## config.mk

```make
export PLATFORM = sky130hd
export DESIGN_NAME = ricpu_ctrl
export DESIGN_NICKNAME = d
export VERILOG_FILES = /design/src/rtl/ricpu_ctrl.sv
export SDC_FILE = /design/constraint.sdc
export NUM_CORES = 1
export LEC_CHECK = 0
export CORE_AREA = 10 10 78 80
export CTS_BUF_LIST = sky130_fd_sc_hd__clkbuf_4 sky130_fd_sc_hd__clkbuf_8
export DETAILED_ROUTE_END_ITERATION = 16
export DIE_AREA = 0 0 88 90
export PLACE_DENSITY = 0.95
export SYNTH_ARGS = -nofsm -noshare
export SYNTH_HDL_FRONTEND = slang
export SYNTH_SLANG_ARGS = --single-unit
```

## constraint.sdc

```tcl
create_clock -name clk -period 5.5 [get_ports clk]
set_input_delay 0.55 -clock clk [delete_from_list [all_inputs] [get_ports clk]]
set_output_delay 0.55 -clock clk [all_outputs]
set_load 0.005 [all_outputs]
```

## src/rtl/ricpu_ctrl.sv

```systemverilog
// Multi-cycle control unit for the R/I-type CPU datapath.
// Sequences IF/ID/EX/MEM/WB and drives all enables and selects.
module ricpu_ctrl #(
  parameter int CNT_W        = 32,
  parameter bit ILLEGAL_HALT = 1'b0
) (
  input  logic             clk,
  input  logic             rst,
  input  logic [5:0]       op,
  input  logic [5:0]       funct,
  input  logic             zf,
  output logic             pc_write,
  output logic [1:0]       pc_src,
  output logic             ir_write,
  output logic             reg_write,
  output logic             rd_sel,
  output logic             wb_sel,
  output logic [1:0]       alu_src_b,
  output logic [2:0]       alu_op,
  output logic             fr_write,
  output logic             mem_write,
  output logic             instr_done,
  output logic             illegal,
  output logic [CNT_W-1:0] instr_cnt,
  output logic [3:0]       state_dbg
);

  localparam logic [3:0] S_IF    = 4'd0;
  localparam logic [3:0] S_ID    = 4'd1;
  localparam logic [3:0] S_EXR   = 4'd2;
  localparam logic [3:0] S_EXI   = 4'd3;
  localparam logic [3:0] S_WB    = 4'd4;
  localparam logic [3:0] S_MADDR = 4'd5;
  localparam logic [3:0] S_MRD   = 4'd6;
  localparam logic [3:0] S_MWB   = 4'd7;
  localparam logic [3:0] S_MWR   = 4'd8;
  localparam logic [3:0] S_BR    = 4'd9;
  localparam logic [3:0] S_J     = 4'd10;
  localparam logic [3:0] S_HALT  = 4'd15;

  logic [3:0] state, state_nxt;
  logic       r_ok, i_ok;
  logic [2:0] r_alu, i_alu, ex_alu;
  logic [1:0] i_srcb, ex_srcb;
  logic       is_r, is_i, is_m, is_br, is_j, is_ill;

  logic       pw_c, iw_c, rw_c, rs_c, ws_c;
  logic       fw_c, mw_c, dn_c;
  logic [1:0] ps_c, sb_c;
  logic [2:0] ao_c;

  // Decode the held IR fields into instruction class and ALU setup
  always_comb begin
    r_ok   = 1'b1;
    r_alu  = 3'b100;
    i_ok   = 1'b1;
    i_alu  = 3'b100;
    i_srcb = 2'b10;
    case (funct)
      6'b100100: r_alu = 3'b000;
      6'b100101: r_alu = 3'b001;
      6'b100110: r_alu = 3'b010;
      6'b100111: r_alu = 3'b011;
      6'b100000: r_alu = 3'b100;
      6'b100010: r_alu = 3'b101;
      6'b101010: r_alu = 3'b110;
      6'b000100: r_alu = 3'b111;
      default:   r_ok  = 1'b0;
    endcase
    case (op)
      6'b001000: begin
        i_alu  = 3'b100;
        i_srcb = 2'b01;
      end
      6'b001100: i_alu = 3'b000;
      6'b001101: i_alu = 3'b001;
      6'b001110: i_alu = 3'b010;
      default:   i_ok  = 1'b0;
    endcase
  end

  assign is_r  = (op == 6'b000000) & r_ok;
  assign is_i  = i_ok;
  assign is_m  = (op == 6'b100011) |
                 (op == 6'b101011);
  assign is_br = (op[5:1] == 5'b00010);
  assign is_j  = (op == 6'b000010);
  assign is_ill = ~(is_r | is_i | is_m |
                    is_br | is_j);

  // WB re-derives these from the stable IR so ALU_F holds
  assign ex_alu  = (op == 6'b000000) ? r_alu : i_alu;
  assign ex_srcb = (op == 6'b000000) ? 2'b00 : i_srcb;

  // State, retired count and sticky illegal flag
  always_ff @(posedge clk) begin
    if (rst) begin
      state     <= S_IF;
      instr_cnt <= '0;
      illegal   <= 1'b0;
    end else begin
      state <= state_nxt;
      if (dn_c)
        instr_cnt <= instr_cnt + CNT_W'(1);
      if (state == S_ID && is_ill)
        illegal <= 1'b1;
    end
  end

  // Next-state sequencing
  always_comb begin
    state_nxt = S_IF;
    case (state)
      S_IF: state_nxt = S_ID;
      S_ID: begin
        unique case (1'b1)
          is_r:    state_nxt = S_EXR;
          is_i:    state_nxt = S_EXI;
          is_m:    state_nxt = S_MADDR;
          is_br:   state_nxt = S_BR;
          is_j:    state_nxt = S_J;
          default: state_nxt = ILLEGAL_HALT ?
                               S_HALT : S_IF;
        endcase
      end
      S_EXR:   state_nxt = S_WB;
      S_EXI:   state_nxt = S_WB;
      S_MADDR: state_nxt = op[3] ? S_MWR : S_MRD;
      S_MRD:   state_nxt = S_MWB;
      S_HALT:  state_nxt = S_HALT;
      default: state_nxt = S_IF;
    endcase
  end

  // Per-state datapath controls, before reset gating
  always_comb begin
    pw_c = 1'b0;
    ps_c = 2'b00;
    iw_c = 1'b0;
    rw_c = 1'b0;
    rs_c = 1'b0;
    ws_c = 1'b0;
    sb_c = 2'b00;
    ao_c = 3'b100;
    fw_c = 1'b0;
    mw_c = 1'b0;
    dn_c = 1'b0;
    case (state)
      S_IF: begin
        iw_c = 1'b1;
        pw_c = 1'b1;
      end
      S_ID: dn_c = is_ill;
      S_EXR, S_EXI: begin
        sb_c = ex_srcb;
        ao_c = ex_alu;
        fw_c = 1'b1;
      end
      S_WB: begin
        sb_c = ex_srcb;
        ao_c = ex_alu;
        rw_c = 1'b1;
        rs_c = (op == 6'b000000);
        dn_c = 1'b1;
      end
      S_MADDR, S_MRD: sb_c = 2'b01;
      S_MWB: begin
        sb_c = 2'b01;
        rw_c = 1'b1;
        ws_c = 1'b1;
        dn_c = 1'b1;
      end
      S_MWR: begin
        sb_c = 2'b01;
        mw_c = 1'b1;
        dn_c = 1'b1;
      end
      S_BR: begin
        ao_c = 3'b101;
        ps_c = 2'b01;
        pw_c = op[0] ? ~zf : zf;
        dn_c = 1'b1;
      end
      S_J: begin
        ps_c = 2'b10;
        pw_c = 1'b1;
        dn_c = 1'b1;
      end
      default: ;
    endcase
  end

  assign pc_write   = pw_c & ~rst;
  assign ir_write   = iw_c & ~rst;
  assign reg_write  = rw_c & ~rst;
  assign fr_write   = fw_c & ~rst;
  assign mem_write  = mw_c & ~rst;
  assign instr_done = dn_c & ~rst;
  assign pc_src     = rst ? 2'b00 : ps_c;
  assign rd_sel     = rs_c & ~rst;
  assign wb_sel     = ws_c & ~rst;
  assign alu_src_b  = rst ? 2'b00 : sb_c;
  assign alu_op     = rst ? 3'b100 : ao_c;
  assign state_dbg  = state;

endmodule

```

# After elaboration in Yosys (flattened, before gate mapping)
# Cells that the tools add are included.
[totals]
output_inout_bits = 52
elab_cells = 84
input_bits = 15
ff_bits = 37
[op_classes]
bitwise = 17
addsub = 1
eq_ne = 27
muxes = 25
reduce_logical = 11
[op_table]
columns = ["op", "count"]
rows = [
  ["$eq 6x6->1 const B", 9],
  ["$add 32x1->32 const B", 1],
  ["$eq 6x4->1 const B", 4],
  ["$pmux 4 s6", 1],
  ["$pmux 3 s7", 1],
  ["$pmux 4 s5", 1],
  ["$eq 4x3->1 const B", 4],
  ["$eq 4x4->1 const B", 4],
  ["$and 1x1->1", 9],
  ["$mux 1", 9],
  ["$pmux 3 s3", 1],
  ["$eq 4x2->1 const B", 2],
  ["$mux 2", 4],
  ["$pmux 2 s2", 2],
  ["$reduce_or 4->1", 2],
  ["$reduce_or 8->1", 1],
  ["$eq 6x2->1 const B", 1],
  ["$eq 6x3->1 const B", 1],
  ["$logic_not 6->1", 1],
  ["$mux 3", 2],
  ["$pmux 3 s2", 1],
  ["$reduce_or 2->1", 3],
  ["$eq 5x2->1 const B", 1],
  ["$or 1x1->1", 5],
  ["other kinds (8)", 11],
]

# Depth between registers and ports, before layout
# Gate-level depths: netlist (run 1).
[logic_depth]
depth_word = 11
depth_mapped = 9
mapped_depth_nobuf = 7

# Worst setup path before layout (run 1)
# Ideal clock, no wire load.
[synth_timing]
path_kind = "input to output"
start = "in op[0]"
end = "out instr_done"
arrival_time_ns = 1.857
path_stages = 7
setup_slack_ns = 3.093
required_ns = 4.950
n_path_buf = 3
cell_sequence = "buf_2 > nor4bb_2 > o21bai_4 > a41oi_4 > buf_4 > buf_6 > nor2_1"
[synth_between]
elab_chain_len = 10
elab_cells_between_ends = 19
cone_classes = "7 x eq/ne; 2 x mux; 8 x bitwise; 2 x reduce/logical"
[synth_rtl]
columns = ["element", "line_no", "source"]
rows = [
  ["from (decl)", "9", "input logic [5:0] op,"],
  ["$eq 6x4->1", "70", "case (op)"],
  ["$reduce_or 4->1 (no line)", "n/a", ""],
  ["$mux 1", "70", ""],
  ["$or 1x1->1 (3 in series)", "88", "assign is_ill = ~(is_r | is_i | is_m |"],
  ["$or 1x1->1 (*)", "89", "is_br | is_j);"],
  ["$not 1->1 (*)", "88", ""],
  ["$pmux 1 s2 (*)", "148", "case (state)"],
  ["$and 1x1->1 (*)", "198", "assign instr_done = dn_c & ~rst;"],
  ["to (decl)", "22", "output logic instr_done,"],
]
# Every way passes the cells marked *; elsewhere a longest branch is shown, timed or not.

# Worst setup path in the final report (run 1)
# Same ends and word-level chain as after synthesis.

==> run_results.csv, run 1 <==
group,metric,value,unit
yosys,ys_seq_area_share,31.37,%
global_routing,track_usage,16.29,%
yosys,ys.flop_type,"dfxtp_1",
yosys,syn_area,2361,µm²
timing,finClkSkew,5.368,ps
final_layout,fillers,370,
clock_network,clockBufferDepth,2,
power_and_ir_drop,p_clk_share,35.5,%
yosys,synth_fp_nets,333,
routing,drcViolationCount,0,
timing,max_freq,268.4,MHz
final_layout,drive_gt1_share,5.362,%
clock_network,tritoncts,"built",
setup_path,crit_type,"in2out",
yosys,async_flop_share,0,%
timing,finalCritPeriodShare,67.75,%
power_and_ir_drop,combPwrFrac,14.4,%
timing,report.final.slew_viol_count,0,
timing,setup_viol,0,
global_routing,first_global_vias,2296,
placed_design,portBuffers,66,
placed_design,place_congestion,0.8706,
final_layout,register_area,740.7,µm²
power_and_ir_drop,swShare,26.11,%
placed_design,place_area,3008,µm²
routing,final_antenna_net_count,0,
routing,via_count,2606,
final_layout,final_cell_area,3098,µm²
run,maxCapViolations,0,
yosys,synthCells,317,
final_layout,area_growth,31.21,%
power_and_ir_drop,peakVddDrop,0.1508,mV
min_path,holdCritPathClass,"reg2reg",
floorplan,dieWidth,88,µm
yosys,synthDistinctLibCells,51,
power_and_ir_drop,p_per_area,179.8,nW/µm²
yosys,synth_edf_count,0,
routing,drtIter0Drc,394,
routing,avgRoutedWirePerCell,15.81,µm
global_routing,grt_max_degree,63,
timing,relSlewSlack,48.14,%
routing,first_pass_iters,4,
yosys,syn_area_per_cell,7.448,µm²
timing,hold_viol,0,
timing,tns,0,ps
global_routing,grt.overflow.total,0,
clock_network,clk_pin_slew,70,ps
placed_design,pre_cts_ws,1798,ps
final_layout,diodes,0,
clock_network,htreeDepth,2,
clock_network,cts_buffers,5,
timing,period_minus_slack,3726,ps
power_and_ir_drop,p_switching,0.1454,mW
setup_path,crit_fanout,62,
clock_network,cts_resized,0,
final_layout,nNetsFinal,389,
power_and_ir_drop,leakagePower,0.9577,nW
floorplan,coreArea,4598,µm²
floorplan,row_count,25,
routing,vias_per_cell,6.103,
setup_path,critPathCaptureType,"output pin",
yosys,synth_seq_cells,37,
power_and_ir_drop,p_seq_share,50.1,%
clock_network,clock-sinks,37,
global_routing,antenna_found_initial,0,
clock_network,clk_latency,290,ps
setup_path,required,4950,ps
floorplan,die-area,7920,µm²
status,status,"finished clean",
clock_network,root_buffer,"clkbuf_8",
global_routing,grt_pass1_wl,11.03,mm
power_and_ir_drop,total_power,0.5570,mW
clock_network,cts_hold_buf,0,
yosys,ys.warnings.count,0,
clock_network,post_cts_buffers,0,
final_layout,multi_input_area,1505,µm²
floorplan,die_height,90,µm
timing,tightestPinTransition,776.9,ps
timing,grt_setup_unrepaired,"no",
setup_path,critPathLaunchType,"input port",
final_layout,layout_common_cells,"clkdlybuf4s50_1 (66), a21oi_1 (38), dfxtp_1 (37)",
final_layout,final_common_cell,"clkdlybuf4s50_1",
floorplan,boundaryPins,67,
placed_design,place.detailed.hpwl,4.919,mm
routing,drt_wl_total,6.752,mm
setup_path,cp_data_arrival_time,3180,ps
power_and_ir_drop,p_int,0.4116,mW
floorplan,start_util,51.35,%
timing,finalWorstSetupSlack,1774,ps
==> worst paths after layout <==
kind | to | cells past startpoint | start | slack [ps]
setup / recovery | instr_done | 8 | op[0] | 1770
hold / removal | instr_cnt[6]$_SDFFE_PP0P_ | 2 | instr_cnt[6]$_SDFFE_PP0P_ | 500
setup reg to reg | instr_cnt[25]$_SDFFE_PP0P_ | 7 | state_dbg[3]$_SDFF_PP0_ | 2970
hold reg to reg | instr_cnt[6]$_SDFFE_PP0P_ | 2 | instr_cnt[6]$_SDFFE_PP0P_ | 500
==> power by group through the flow <==
| stage | clock network (mW) | registers [mW] | logic [mW] |
|---|---|---|---|
| floorplan | 0 | 0.282 | 0.0524 |
| global placement | 0 | 0.284 | 0.0778 |
| detailed placement | 0 | 0.285 | 0.0795 |
| CTS | 0.200 | 0.279 | 0.0801 |
| global route | 0.213 | 0.280 | 0.0888 |
| finish | 0.198 | 0.279 | 0.0805 |
==> state kept, by name (all words and copies together) (netlist names) <==
signal,count
illegal,1
state_dbg,4
instr_cnt,32
==> metrics by stage <==
step,utilization (%),instances,hold slack [ps]
6_report,67.37,427,497.9
5_1_grt,67.37,427,531.2
4_1_cts,67.37,427,498.2
3_5_place_dp,65.42,420,486.7
3_3_place_gp,65.42,420,470.6
2_1_floorplan,-,317,460.5
==> layout make-up <==
class	instances	area share, %
Timing Repair Buffer	68	21.81
Tap cell	54	2.181
Inverter	5	0.6058
Clock buffer	7	2.908
Sequential cell	37	23.91
Multi-Input combinational cell	256	48.59
==> critical path, stage by stage <==
cell and delay [ps]:
clkdlybuf4s50_1 600, nor3_1 440, nand3b_1 200, a31o_1 270, a41oi_4 130, buf_4 450, nor2_1 70, clkdlybuf4s50_1 480
==> cell usage after synthesis (all sizes together) (2+ instances only) <==
cell type,count,share of area (%)
a21oi,38,8.1
dfxtp,37,31
o21ai,29,6.1
nor2,26,4.1
nand2,21,3.3
nand3,20,4.2
or3,20,5.3
clkbuf,14,2.3
nand4,13,3.4
nor3,10,2.3
and3,9,2.4
o31ai,9,2.9
or4,9,2.9
nand2b,8,2.2
buf,5,1.8
inv,5,0.79
or2,5,1.3
a31oi,3,0.79
nor2b,3,0.79
nor4,3,0.79
o21bai,3,1.4
a2111oi,2,0.74
and4,2,0.74
mux2i,2,0.85
nor4b,2,0.74
xor2,2,0.74
==> kinds of logic after synthesis <==
logic type	after synthesis	share of synthesized area, %
AO/OA/AOI/OAI	93	24.11
XOR/XNOR	3	1.113
adder cells (fa/ha/maj)	1	0.5299
buffers and inverters	24	4.875
flip-flops	37	31.37
multiplexers	3	1.325
AND/OR/NAND/NOR	156	36.67
==> metal layers <==
layer / share of wire [%] / track usage (%) / vias up
met5: 0 / 0 / -
met4: 1.1 / 4.388 / 0
met3: 8.6 / 5.957 / 7
met2: 46 / 24.51 / 76
met1: 45 / 21.11 / 1221
li1: - / - / 1302
(Power assumes the default switching activity.)
==> run 2, diff against run 1 <==
- CORE_AREA: 10 10 78 80 -> 10 10 80 82
- DIE_AREA: 0 0 88 90 -> 0 0 90 92
- PLACE_DENSITY: 0.95 -> 0.92
- clock period: 5.5 -> 3.8 ns (I/O delays scaled with it)
==> run 2 against run 1 <==
Net effect: flip-flop and latch count unchanged; first-iteration DRC count fell by 37%; combinational power up 45%; wire length about the same; clock power rose by 76%.
==> run_results.csv, run 2 (synthesized netlist as in run 1, its figures left out) <==
group,metric,value,unit
status,status,"finished clean",
final_layout,register_area,740.7,µm²
timing,tightestPinTransition,775.9,ps
global_routing,grt_pass1_wl,11.05,mm
setup_path,crit_type,"in2out",
routing,avgRoutedWirePerCell,15.20,µm
setup_path,worst-r2r-cell-count,7,
setup_path,max_stage_delay,600,ps
global_routing,track_usage,15.59,%
final_layout,diodes,0,
setup_path,slowest_stage,"clkdlybuf4s50_1",
clock_network,clockBufferDepth,2,
global_routing,antenna_found_initial,0,
timing,grt_setup_unrepaired,"no",
timing,period_minus_slack,3099,ps
floorplan,row_count,26,
clock_network,tritoncts,"built",
final_layout,final_common_cell,"clkdlybuf4s50_1",
floorplan,boundaryPins,67,
setup_path,cp_num_buf_inv,2,
clock_network,cts_hold_buf,0,
power_and_ir_drop,total_power,0.8675,mW
routing,final_antenna_net_count,0,
clock_network,cts_resized,0,
global_routing,grt.overflow.total,0,
floorplan,start_util,48.06,%
routing,first_pass_iters,4,
final_layout,utilization,63.98,%
final_layout,nNetsFinal,389,
setup_path,crit_fanout,11,
power_and_ir_drop,leakagePower,0.9687,nW
final_layout,multi_input_area,1505,µm²
clock_network,clk_latency,300,ps
clock_network,clk_pin_slew,70,ps
timing,finalWorstSetupSlack,701.1,ps
setup_path,critPathLaunchType,"input port",
clock_network,root_buffer,"clkbuf_8",
timing,relSlewSlack,48.20,%
final_layout,fillers,425,
clock_network,htreeDepth,2,
final_layout,top_register,"instr_cnt",
clock_network,clock-sinks,37,
min_path,hold_depth,2,
floorplan,die_height,92,µm
placed_design,portBuffers,66,
floorplan,coreArea,4912,µm²
final_layout,largest_reg_flops,32,
power_and_ir_drop,peakVddDrop,0.2284,mV
timing,finClkSkew,12.69,ps
setup_path,path_cells,"clkdlybuf4s50_1, nor3_1, nand3b_1, a2111oi_0, nor2_1, o21bai_1, clkdlybuf4s50_1",
final_layout,area_growth,33.12,%
global_routing,first_global_vias,2314,
routing,vias_per_cell,5.901,
run,maxCapViolations,0,
timing,hold_viol,0,
floorplan,dieWidth,90,µm
timing,report.final.slew_viol_count,0,
routing,via_count,2620,
setup_path,critPathCaptureType,"output pin",
final_layout,drive_gt1_share,5.615,%
setup_path,cp_data_arrival_time,2720,ps
floorplan,die-area,8280,µm²
global_routing,grt_max_degree,62,
setup_path,cp_common_cell,"clkdlybuf4s50_1",
power_and_ir_drop,p_per_area,276.0,nW/µm²
setup_path,path_depth,7,
setup_path,crit_family,"buffers and inverters",
timing,max_freq,322.7,MHz
min_path,holdCritPathClass,"reg2reg",
timing,setup_viol,0,
timing,tns,0,ps
placed_design,place_congestion,0.8592,
placed_design,pre_cts_ws,737.0,ps
routing,drt_wl_total,6.748,mm
routing,drtIter0Drc,248,
setup_path,required,3420,ps
final_layout,layout_common_cells,"clkdlybuf4s50_1 (66), a21oi_1 (38), dfxtp_1 (37)",
clock_network,post_cts_buffers,0,
routing,drcViolationCount,0,
placed_design,place.detailed.hpwl,4.822,mm
timing,timing.hold.ws,481.5,ps
timing,finalCritPeriodShare,81.55,%
clock_network,cts_buffers,5,
[run 2: stage by stage]
stage | instances | area, µm²
floorplan | 317 | 2361
detailed placement | 436 | 3028
global route | 444 | 3143
global placement | 436 | 3028
CTS | 444 | 3143
finish | 444 | 3143
[run 2: worst reg2reg max path, cell delays in order, from the launching register on]
cell      delay, ps
dfxtp_1         650
nand2b_1        250
o22a_1          250
o21ai_1         130
a41oi_4          50
buf_4           300
or4_1           570
a21oi_1         170
[run 2: area by class of cell]
cell class | instances | share of cell area, %
multi-input cells | 256 | 47.89
flip-flops and latches | 37 | 23.57
repair buffers | 68 | 21.50
well taps | 70 | 2.787
clock buffers | 6 | 2.428
clock inverters | 2 | 1.234
inverters | 5 | 0.5971
[run 2: routing by layer]
layer,wire (µm),GRT usage [%],vias to the layer above,share of wire [%]
li1,-,-,1302,-
met1,3049,19.10,1224,45
met2,3075,25.12,85,46
met3,547,5.786,9,8.1
met4,76,4.377,0,1.1
met5,0,0,-,0
[run 2: power by group]
part           leakage (nW)  switching [mW]  total, mW  internal (mW)
Combinational         0.611          0.0652      0.117         0.0516
Sequential            0.299         0.00990      0.403          0.393
Clock                0.0588           0.144      0.348          0.204
[run 2: worst paths after layout]
path	start	endpoint	slack, ps
worst max-delay path	op[0]	alu_op[0]	700
worst min-delay path	illegal$_SDFFE_PP0P_	illegal$_SDFFE_PP0P_	480
worst max register to register	state_dbg[3]$_SDFF_PP0_	instr_cnt[25]$_SDFFE_PP0P_	1360
worst min register to register	illegal$_SDFFE_PP0P_	illegal$_SDFFE_PP0P_	480
==> run 3, diff against run 2 <==
- CORE_AREA: 10 10 80 82 -> 10 10 84 86
- DIE_AREA: 0 0 90 92 -> 0 0 94 96
- PLACE_DENSITY: 0.92 -> 0.87
- clock period: 3.8 -> 2.7 ns (I/O delays scaled with it)
==> run 3 against run 2 <==
Net effect: clock skew is 4.7 ps lower; clock-buffer cell count unchanged; utilization is 3.3 points lower; first-iteration DRC count shrank 44%.
==> run_results.csv, run 3 (synthesized netlist as in run 1, its figures left out) <==
group,metric,value,unit
timing,tightestPinTransition,769.4,ps
placed_design,portBuffers,66,
floorplan,die_height,96,µm
setup_path,worst-r2r-cell-count,6,
final_layout,layout_common_cells,"clkdlybuf4s50_1 (66), a21oi_1 (38), dfxtp_1 (37)",
power_and_ir_drop,p_per_area,384.8,nW/µm²
final_layout,top_register,"instr_cnt",
routing,m1WireLength,3.152,mm
clock_network,tritoncts,"built",
status,status,"finished clean",
floorplan,boundaryPins,67,
global_routing,grt.overflow.total,0,
routing,drt_wl_total,7.363,mm
clock_network,post_cts_buffers,0,
routing,final_antenna_net_count,0,
routing,vias_per_cell,5.832,
setup_path,critPathLaunchType,"input port",
final_layout,diodes,0,
clock_network,cts_buffers,5,
placed_design,place_area,3126,µm²
clock_network,htreeDepth,2,
placed_design,place_congestion,0.8433,
clock_network,cts_hold_buf,0,
clock_network,clk_pin_slew,80,ps
timing,relSlewSlack,48.64,%
setup_path,r2r_end,"instr_cnt[25]$_SDFFE_PP0P_",
routing,drtIter0Drc,138,
final_layout,final_cell_area,3278,µm²
routing,avgRoutedWirePerCell,16.11,µm
min_path,holdCritPathClass,"reg2reg",
timing,finClkSkew,8.013,ps
global_routing,first_global_vias,2547,
placed_design,place.detailed.hpwl,5.335,mm
final_layout,drive_gt1_share,8.831,%
timing,report.final.slew_viol_count,0,
setup_path,crit_end,"instr_done",
setup_path,rr_startpoint,"state_dbg[1]$_SDFF_PP0_",
final_layout,area_growth,38.84,%
global_routing,grt_pass1_wl,12.00,mm
final_layout,final_common_cell,"clkdlybuf4s50_1",
setup_path,critPathCaptureType,"output pin",
clock_network,root_buffer,"clkbuf_8",
setup_path,crit_fanout,8,
power_and_ir_drop,peakVddDrop,0.2971,mV
global_routing,grt_max_degree,62,
setup_path,reg2reg_setup_slack,470,ps
floorplan,dieWidth,94,µm
floorplan,coreArea,5405,µm²
floorplan,start_util,43.68,%
clock_network,clk_latency,300,ps
routing,top_layer,"met4",
final_layout,nNetsFinal,400,
routing,wl_met3,711,µm
routing,first_pass_iters,4,
routing,via_count,2665,
timing,max_freq,380.2,MHz
routing,met2_length,3.423,mm
final_layout,largest_reg_flops,32,
clock_network,clock-sinks,37,
global_routing,track_usage,15.96,%
timing,finalCritPeriodShare,97.42,%
floorplan,die-area,9024,µm²
global_routing,antenna_found_initial,0,
power_and_ir_drop,leakagePower,1.041,nW
clock_network,clockBufferDepth,2,
floorplan,row_count,27,
setup_path,cp-startpoint,"op[1]",
timing,period_minus_slack,2630,ps
routing,drcViolationCount,0,
setup_path,cp_data_arrival_time,2360,ps
timing,setup_viol,0,
run,maxCapViolations,0,
placed_design,pre_cts_ws,-114.8,ps
setup_path,required,2430,ps
setup_path,crit_type,"in2out",
timing,tns,0,ps
power_and_ir_drop,total_power,1.261,mW
timing,finalWorstSetupSlack,69.64,ps
timing,hold_viol,0,
[run 3: cell count changes in the layout (fill, tap and decap cells not counted), sizes merged]
cell,previous run,this run
buf,2,13
clkinv,1,0
clkinvlp,0,1
[run 3: cell type report]
cell class | count | area (µm²)
timing repair buffer | 79 | 770.7
sequential | 37 | 740.7
clock inverter | 2 | 37.54
inverter | 5 | 18.77
fill | 484 | 2127
tap | 72 | 90.09
multi-input combinational | 256 | 1538
clock buffer | 6 | 82.58
[run 3: worst min path at each step]
stage | from | endpoint | cells past startpoint
after detailed placement | illegal$_SDFFE_PP0P_ | illegal$_SDFFE_PP0P_ | 2
after floorplan | illegal$_SDFFE_PP0P_ | illegal$_SDFFE_PP0P_ | 2
after global routing | instr_cnt[23]$_SDFFE_PP0P_ | instr_cnt[23]$_SDFFE_PP0P_ | 2
final | illegal$_SDFFE_PP0P_ | illegal$_SDFFE_PP0P_ | 2
after global placement | illegal$_SDFFE_PP0P_ | illegal$_SDFFE_PP0P_ | 2
after CTS | illegal$_SDFFE_PP0P_ | illegal$_SDFFE_PP0P_ | 2
[run 3: what timing repair did]
action	in CTS	in global routing
setup endpoints to repair	1	3
resized for setup	2	3
pin swaps	0	0
endpoints found under the hold margin	0	0
[run 3: report_power, final]
part | total [mW] | internal, mW | switching (mW)
Combinational | 0.192 | 0.0876 | 0.104
Sequential | 0.564 | 0.553 | 0.0106
Clock | 0.506 | 0.300 | 0.206
Total | 1.26 | 0.941 | 0.321
[run 3: critical path, stage by stage]
cell	delay, ps
clkdlybuf4s50_1	560
nor3_2	250
nand3b_1	220
a31o_1	310
a41oi_4	200
nor2_1	70
clkdlybuf4s50_1	480
[run 3: per-layer routing]
layer	GRT usage, %	up-vias
met5	0	-
li1	-	1322
met1	19.06	1240
met4	4.937	0
met3	6.226	6
met2	25.92	97
[run 3: per-stage QoR]
step                cells  hold slack, ps  utilization, %
CTS                   457           503.1           60.16
detailed placement    449           484.5           57.82
global placement      449           460.6           57.82
floorplan             317           460.5               -
global route          457           538.0           60.65
finish                457           493.3           60.65
